**src/rtl/cnn_pkg.sv**
```systemverilog
// rtl/cnn_pkg.sv - shared types and defaults for the CNN layer scheduler
package cnn_pkg;

  typedef enum logic [2:0] {
    IDLE,
    RUN,
    XMIT,
    WAIT_TX,
    ERR
  } sched_state_t;

  localparam int DEF_NUM_LAYERS = 5;
  localparam int DEF_TIMEOUT    = 1_000_000;

  localparam logic [2:0] L1 = 3'd0;
  localparam logic [2:0] L2 = 3'd1;
  localparam logic [2:0] L3 = 3'd2;
  localparam logic [2:0] L4 = 3'd3;
  localparam logic [2:0] L5 = 3'd4;

  function automatic logic is_busy(input sched_state_t s);
    return (s == RUN) || (s == XMIT) || (s == WAIT_TX);
  endfunction

endpackage

```
**src/rtl/cnn_wdog.sv**
```systemverilog
// rtl/cnn_wdog.sv - loadable down-counter watchdog for one scheduler stage
import cnn_pkg::*;

module cnn_wdog #(
  parameter int TIMEOUT = DEF_TIMEOUT
) (
  input  logic clk,
  input  logic rst,
  input  logic load,
  input  logic en,
  output logic expire
);

  localparam int CW = $clog2(TIMEOUT + 1);

  logic [CW-1:0] cnt;

  always_ff @(posedge clk or posedge rst) begin
    if (rst) begin
      cnt <= '0;
    end else if (load) begin
      cnt <= CW'(TIMEOUT);
    end else if (en && (cnt != '0)) begin
      cnt <= cnt - CW'(1);
    end
  end

  // A load in the same cycle is an advancing event and suppresses expiry.
  assign expire = en && !load && (cnt == '0);

endmodule

```
**src/rtl/cnn_layer_sched.sv**
```systemverilog
// rtl/cnn_layer_sched.sv - frame scheduler sequencing layer engines, UART send and clear
import cnn_pkg::*;

module cnn_layer_sched #(
  parameter int NUM_LAYERS = DEF_NUM_LAYERS,
  parameter int TIMEOUT    = DEF_TIMEOUT,
  parameter int FRM_W      = 8
) (
  input  logic                  clk,
  input  logic                  rst,
  input  logic                  img_rdy,
  input  logic [NUM_LAYERS-1:0] lyr_done,
  input  logic                  cls_vld,
  input  logic                  tx_done,
  output logic [NUM_LAYERS-1:0] lyr_strt,
  output logic                  tx_trmt,
  output logic                  lyr_clr,
  output logic                  busy,
  output logic [2:0]            cur_lyr,
  output logic                  err,
  output logic [FRM_W-1:0]      frm_cnt
);

  localparam logic [2:0] LAST = 3'(NUM_LAYERS - 1);

  sched_state_t state;
  logic         start_ok;
  logic         lyr_adv;
  logic         wd_load;
  logic         wd_en;
  logic         expire;
  logic [2:0]   nxt_lyr;

  assign nxt_lyr  = cur_lyr + 3'd1;
  assign start_ok = ((state == IDLE) || (state == ERR)) && img_rdy;
  assign lyr_adv  = (state == RUN) && (cur_lyr != LAST) && lyr_done[cur_lyr];
  assign wd_load  = start_ok || lyr_adv || (state == XMIT);
  assign wd_en    = (state == RUN) || (state == WAIT_TX);

  cnn_wdog #(.TIMEOUT(TIMEOUT)) u_wdog (
    .clk    (clk),
    .rst    (rst),
    .load   (wd_load),
    .en     (wd_en),
    .expire (expire)
  );

  always_ff @(posedge clk or posedge rst) begin
    if (rst) begin
      state    <= IDLE;
      lyr_strt <= '0;
      tx_trmt  <= 1'b0;
      lyr_clr  <= 1'b0;
      busy     <= 1'b0;
      cur_lyr  <= '0;
      err      <= 1'b0;
      frm_cnt  <= '0;
    end else begin
      lyr_strt <= '0;
      tx_trmt  <= 1'b0;
      lyr_clr  <= 1'b0;
      case (state)
        IDLE, ERR: begin
          if (img_rdy) begin
            state    <= RUN;
            lyr_strt <= NUM_LAYERS'(1);
            cur_lyr  <= L1;
            err      <= 1'b0;
            busy     <= is_busy(RUN);
          end
        end
        RUN: begin
          if (lyr_adv) begin
            lyr_strt <= NUM_LAYERS'(1) << nxt_lyr;
            cur_lyr  <= nxt_lyr;
          end else if ((cur_lyr == LAST) && cls_vld) begin
            state <= XMIT;
          end else if (expire) begin
            state   <= ERR;
            err     <= 1'b1;
            lyr_clr <= 1'b1;
            busy    <= is_busy(ERR);
          end
        end
        XMIT: begin
          // Leaving XMIT unconditionally keeps a held cls_vld from resending.
          tx_trmt <= 1'b1;
          state   <= WAIT_TX;
        end
        WAIT_TX: begin
          if (tx_done) begin
            state   <= IDLE;
            lyr_clr <= 1'b1;
            frm_cnt <= frm_cnt + FRM_W'(1);
            busy    <= is_busy(IDLE);
          end else if (expire) begin
            state   <= ERR;
            err     <= 1'b1;
            lyr_clr <= 1'b1;
            busy    <= is_busy(ERR);
          end
        end
        default: begin
          state <= IDLE;
          busy  <= 1'b0;
        end
      endcase
    end
  end

endmodule

```
**config.mk**
```make
export PLATFORM = sky130hd
export DESIGN_NAME = cnn_layer_sched
export DESIGN_NICKNAME = d
export VERILOG_FILES = /design/src/rtl/cnn_pkg.sv /design/src/rtl/cnn_wdog.sv /design/src/rtl/cnn_layer_sched.sv
export SDC_FILE = /design/constraint.sdc
export NUM_CORES = 1
export LEC_CHECK = 0
export BUFFER_PORTS_ARGS = -buffer_cell sky130_fd_sc_hd__buf_2
export CAP_MARGIN = 20
export CELL_PAD_IN_SITES_DETAIL_PLACEMENT = 0
export CELL_PAD_IN_SITES_GLOBAL_PLACEMENT = 1
export CORE_MARGIN = 1.5
export CORE_UTILIZATION = 40
export CTS_CLUSTER_DIAMETER = 60
export DETAILED_ROUTE_END_ITERATION = 10
export GPL_TIMING_DRIVEN = 0
export PLACE_DENSITY = 0.7
export SLEW_MARGIN = 5
export SYNTH_ARGS = -nofsm -noshare
export SYNTH_HDL_FRONTEND = slang
export SYNTH_SLANG_ARGS = --single-unit
```
**constraint.sdc**
```tcl
create_clock -name clk -period 3.01 [get_ports clk]
set_input_delay 0 -clock clk [delete_from_list [all_inputs] [get_ports clk]]
set_output_delay 0 -clock clk [all_outputs]
set_load 0.05 [all_outputs]
```
==> results by group <==
Synth
  • Largest area contributor in the netlist: dfrtp_1
  • Top FF cell, synth: dfrtp_1
  • Area contributors post-synth: dfrtp_1, ha_1, xor2_1
  • Post-synth EDFFs: 0
  • Avg Inst Size Synth: around 10 um2
  • Synth cell types: 49
  • Top post-synthesis cells by count: dfrtp_1, nor2_1, nand2_1
  • Syn_nets: 232
  • Mapped cell area: about 0.0022 mm2
  • Yosys warns: 0
  • Synth Instances: 213
  • Share of synthesized registers carrying an async set or reset: 1.000
  • Yosys top cell area share: 0.4818
  • Register area share after synthesis: 0.4818
  • FF+latch count, synth: 43
  • Most common cell in the netlist: dfrtp_1

Placement
  • Post-DP Area: between 0.002 and 0.0025 mm2
  • Post-DP HPWL: roughly 3300 um
  • IO Port Bufs: 29
  • GP Congestion: about 0.8

Cells and area
  • Final core utilization: 0.4826
  • # nets final: 271
  • Fill count: 513
  • Multi-input gate area in the final layout: between 0.001 and 0.0015 mm2
  • Share of cells above drive strength 1: 0.2134
  • FF/Latch Area: 0.001076 mm2
  • Syn-to-layout area delta: 17.54%
  • Final Cell Area: approximately 0.0026 mm2
  • N_diodes: 0

Routing
  • Vias per Instance: 5.255
  • Via count: approximately 1700
  • DRT Pass-1 Iters: 4
  • Wire per inst: about 14 um
  • Final WL: roughly 4600 um
  • ANT nets after route: 0
  • Residual DRC: 0
  • Initial drt markers: approximately 110

Power
  • Cell area power density: approximately 940 mW/mm2
  • Max VDD drop: ~0.53 mV
  • Clock network power share: 0.186
  • P_int: 1355 uW
  • Flop pwr share: 0.351
  • Net Switching: roughly 1100 uW
  • Logic pwr share: 0.462
  • Sw Share: 0.4504
  • LEAKAGE: between 0.001 and 0.0015 uW

Floorplan
  • Die footprint: around 0.0060 mm2
  • Die width: 77.72 um
  • Core area: 0.005439 mm2
  • # rows: 27
  • Die Y: around 80 um
  • Starting density of the core: 0.4106
  • Ports: 30

Global routing
  • Met1 Use GR: 0.2263
  • First-pass GRT wire length: 7962 um
  • Vias in the first global route: 1651
  • Routing usage on met2: 0.2652
  • Largest net degree at the start of global routing: 32
  • Met3 usage: 0.04000
  • Antenna violations before repair: 0
  • Total gr overflow: 0
  • GRT Max-Usage Layer: met2
  • GRT Overall Usage: 0.1672

Clocking
  • Deepest clock path buffer count: 2
  • Clk Latency, worst-skew pair: 290 ps
  • Root Buffer: clkbuf_8
  • H-tree depth: 2
  • Post-CTS Resized: 0
  • Clock transition at path regs: ~80 ps
  • CTS Buf Count: 5
  • Clock sinks: 43
  • TritonCTS clock tree: built

Timing
  • Slew HR: 0.3281
  • Fmax achieved: 394.9 MHz
  • Worst Max-Slew Pin Slew: roughly 1000 ps
  • Fin Clk Skew: ~4.6 ps
  • Max Slew Vio Count: 0
  • Tmin final: 2532 ps
  • Crit share post-route: 0.8413
  • Hold Fails Final Rpt: 0
  • RSZ-0062 raised after global routing: no
  • Final setup vio count: 0
  • Sum Neg Setup Slack: 0 ps

Setup path
  • CP Max Fanout: 8
  • Worst Setup Path Type: flop to flop
  • Worst path required time: 3130 ps
  • Critical Path AT: around 2700 ps
  • Endpoint class of the critical path: flop
  • Startpoint types: flop

Flow run
  • Max_cap viols: 0

Min path
  • Worst hold path class: input port to flop

Status
  • Status: completed
[state kept, by name, summed over array words and instances, names as in the netlist]
| name | cells |
|---|---|
| u_wdog.cnt | 20 |
| state | 3 |
| frm_cnt | 8 |
| busy | 1 |
| err | 1 |
| tx_trmt | 1 |
| lyr_clr | 1 |
| lyr_strt | 5 |
| cur_lyr | 3 |
[metal layers]
metal  wire length (um)  vias up
met5                  0        -
met4                 51        0
met3                120        5
met2               2153       20
met1               2229      823
li1                   -      860
[path summary, 6_finish.rpt]
path | startpoint | end | slack (ps) | cells after the start
max | cur_lyr[0] | u_wdog.cnt[16] | 480 | 7
min | lyr_done[4] | lyr_clr | 50 | 4
max reg2reg | cur_lyr[0] | u_wdog.cnt[16] | 480 | 7
min reg2reg | frm_cnt[7] | frm_cnt[7] | 470 | 1
max in group asynchronous | rst | u_wdog.cnt[5] | 2370 | 4
min in group asynchronous | rst | u_wdog.cnt[3] | 190 | 3
[per-stage QoR]
stage | power, uW | hold slack [ps] | cells | setup WS [ps]
floorplan | 1744 | 184.1 | 213 | 683.8
global placement | 2027 | 295.6 | 314 | 463.0
detailed placement | 2027 | -31.07 | 315 | 485.4
CTS | 2498 | 31.51 | 325 | 457.8
global route | 2669 | 35.23 | 325 | 239.0
finish | 2466 | 52.77 | 325 | 477.6
[power groups by stage]
| stage | Clock, uW | Sequential, uW | Combinational [uW] |
|---|---|---|---|
| 5_1_grt | 506 | 891 | 1270 |
| 3_5_place_dp | 0 | 876 | 1150 |
| 6_report | 459 | 866 | 1140 |
| 3_3_place_gp | 0 | 877 | 1150 |
| 2_1_floorplan | 0 | 1100 | 642 |
| 4_1_cts | 477 | 866 | 1150 |
[area by class of cell]
type | count | share of cell area
Multi-Input combinational cell | 155 | 0.4147
Sequential cell | 43 | 0.4099
Timing Repair Buffer | 32 | 0.07054
Tap cell | 72 | 0.03432
Clock buffer | 5 | 0.02622
Clock inverter | 3 | 0.01811
Buffer | 8 | 0.01621
Inverter | 7 | 0.01001
[critical path, cell delays in order, from the launching register on]
cell and delay [ps]:
dfrtp_1 480, inv_1 170, ha_1 210, nor4b_1 60, a32oi_1 220, a21boi_1 190, nor3_1 830, o211ai_1 180
[cell usage in the layout (no fill, tap or decap), drive strengths merged, types with 7 or more instances in the layout]
master,Yosys,routed
clkbuf,3,8
nand2,11,11
nor2,15,15
dfrtp,43,43
buf,5,35
xnor2,8,8
o31ai,7,7
nor3,9,9
a21oi,7,7
inv,7,8
nand3,10,10
xor2,10,10
ha,9,9
[repair_timing]
action | 4_1_cts | 5_1_grt
hold buffers | 2 | 0
buffers inserted | 0 | 0
hold endpoints to repair | 44 | 0
[cell families after synthesis]
| group | Yosys count | share of synthesized area |
|---|---|---|
| multiplexers | 6 | 0.02913 |
| adder cells (fa/ha/maj) | 9 | 0.05042 |
| buffers and inverters | 15 | 0.03081 |
| AO/OA/AOI/OAI | 38 | 0.1177 |
| AND/OR/NAND/NOR | 84 | 0.2196 |
| flip-flops | 43 | 0.4818 |
| XOR/XNOR | 18 | 0.07059 |
No activity file was read; power rests on OpenSTA's default activity.
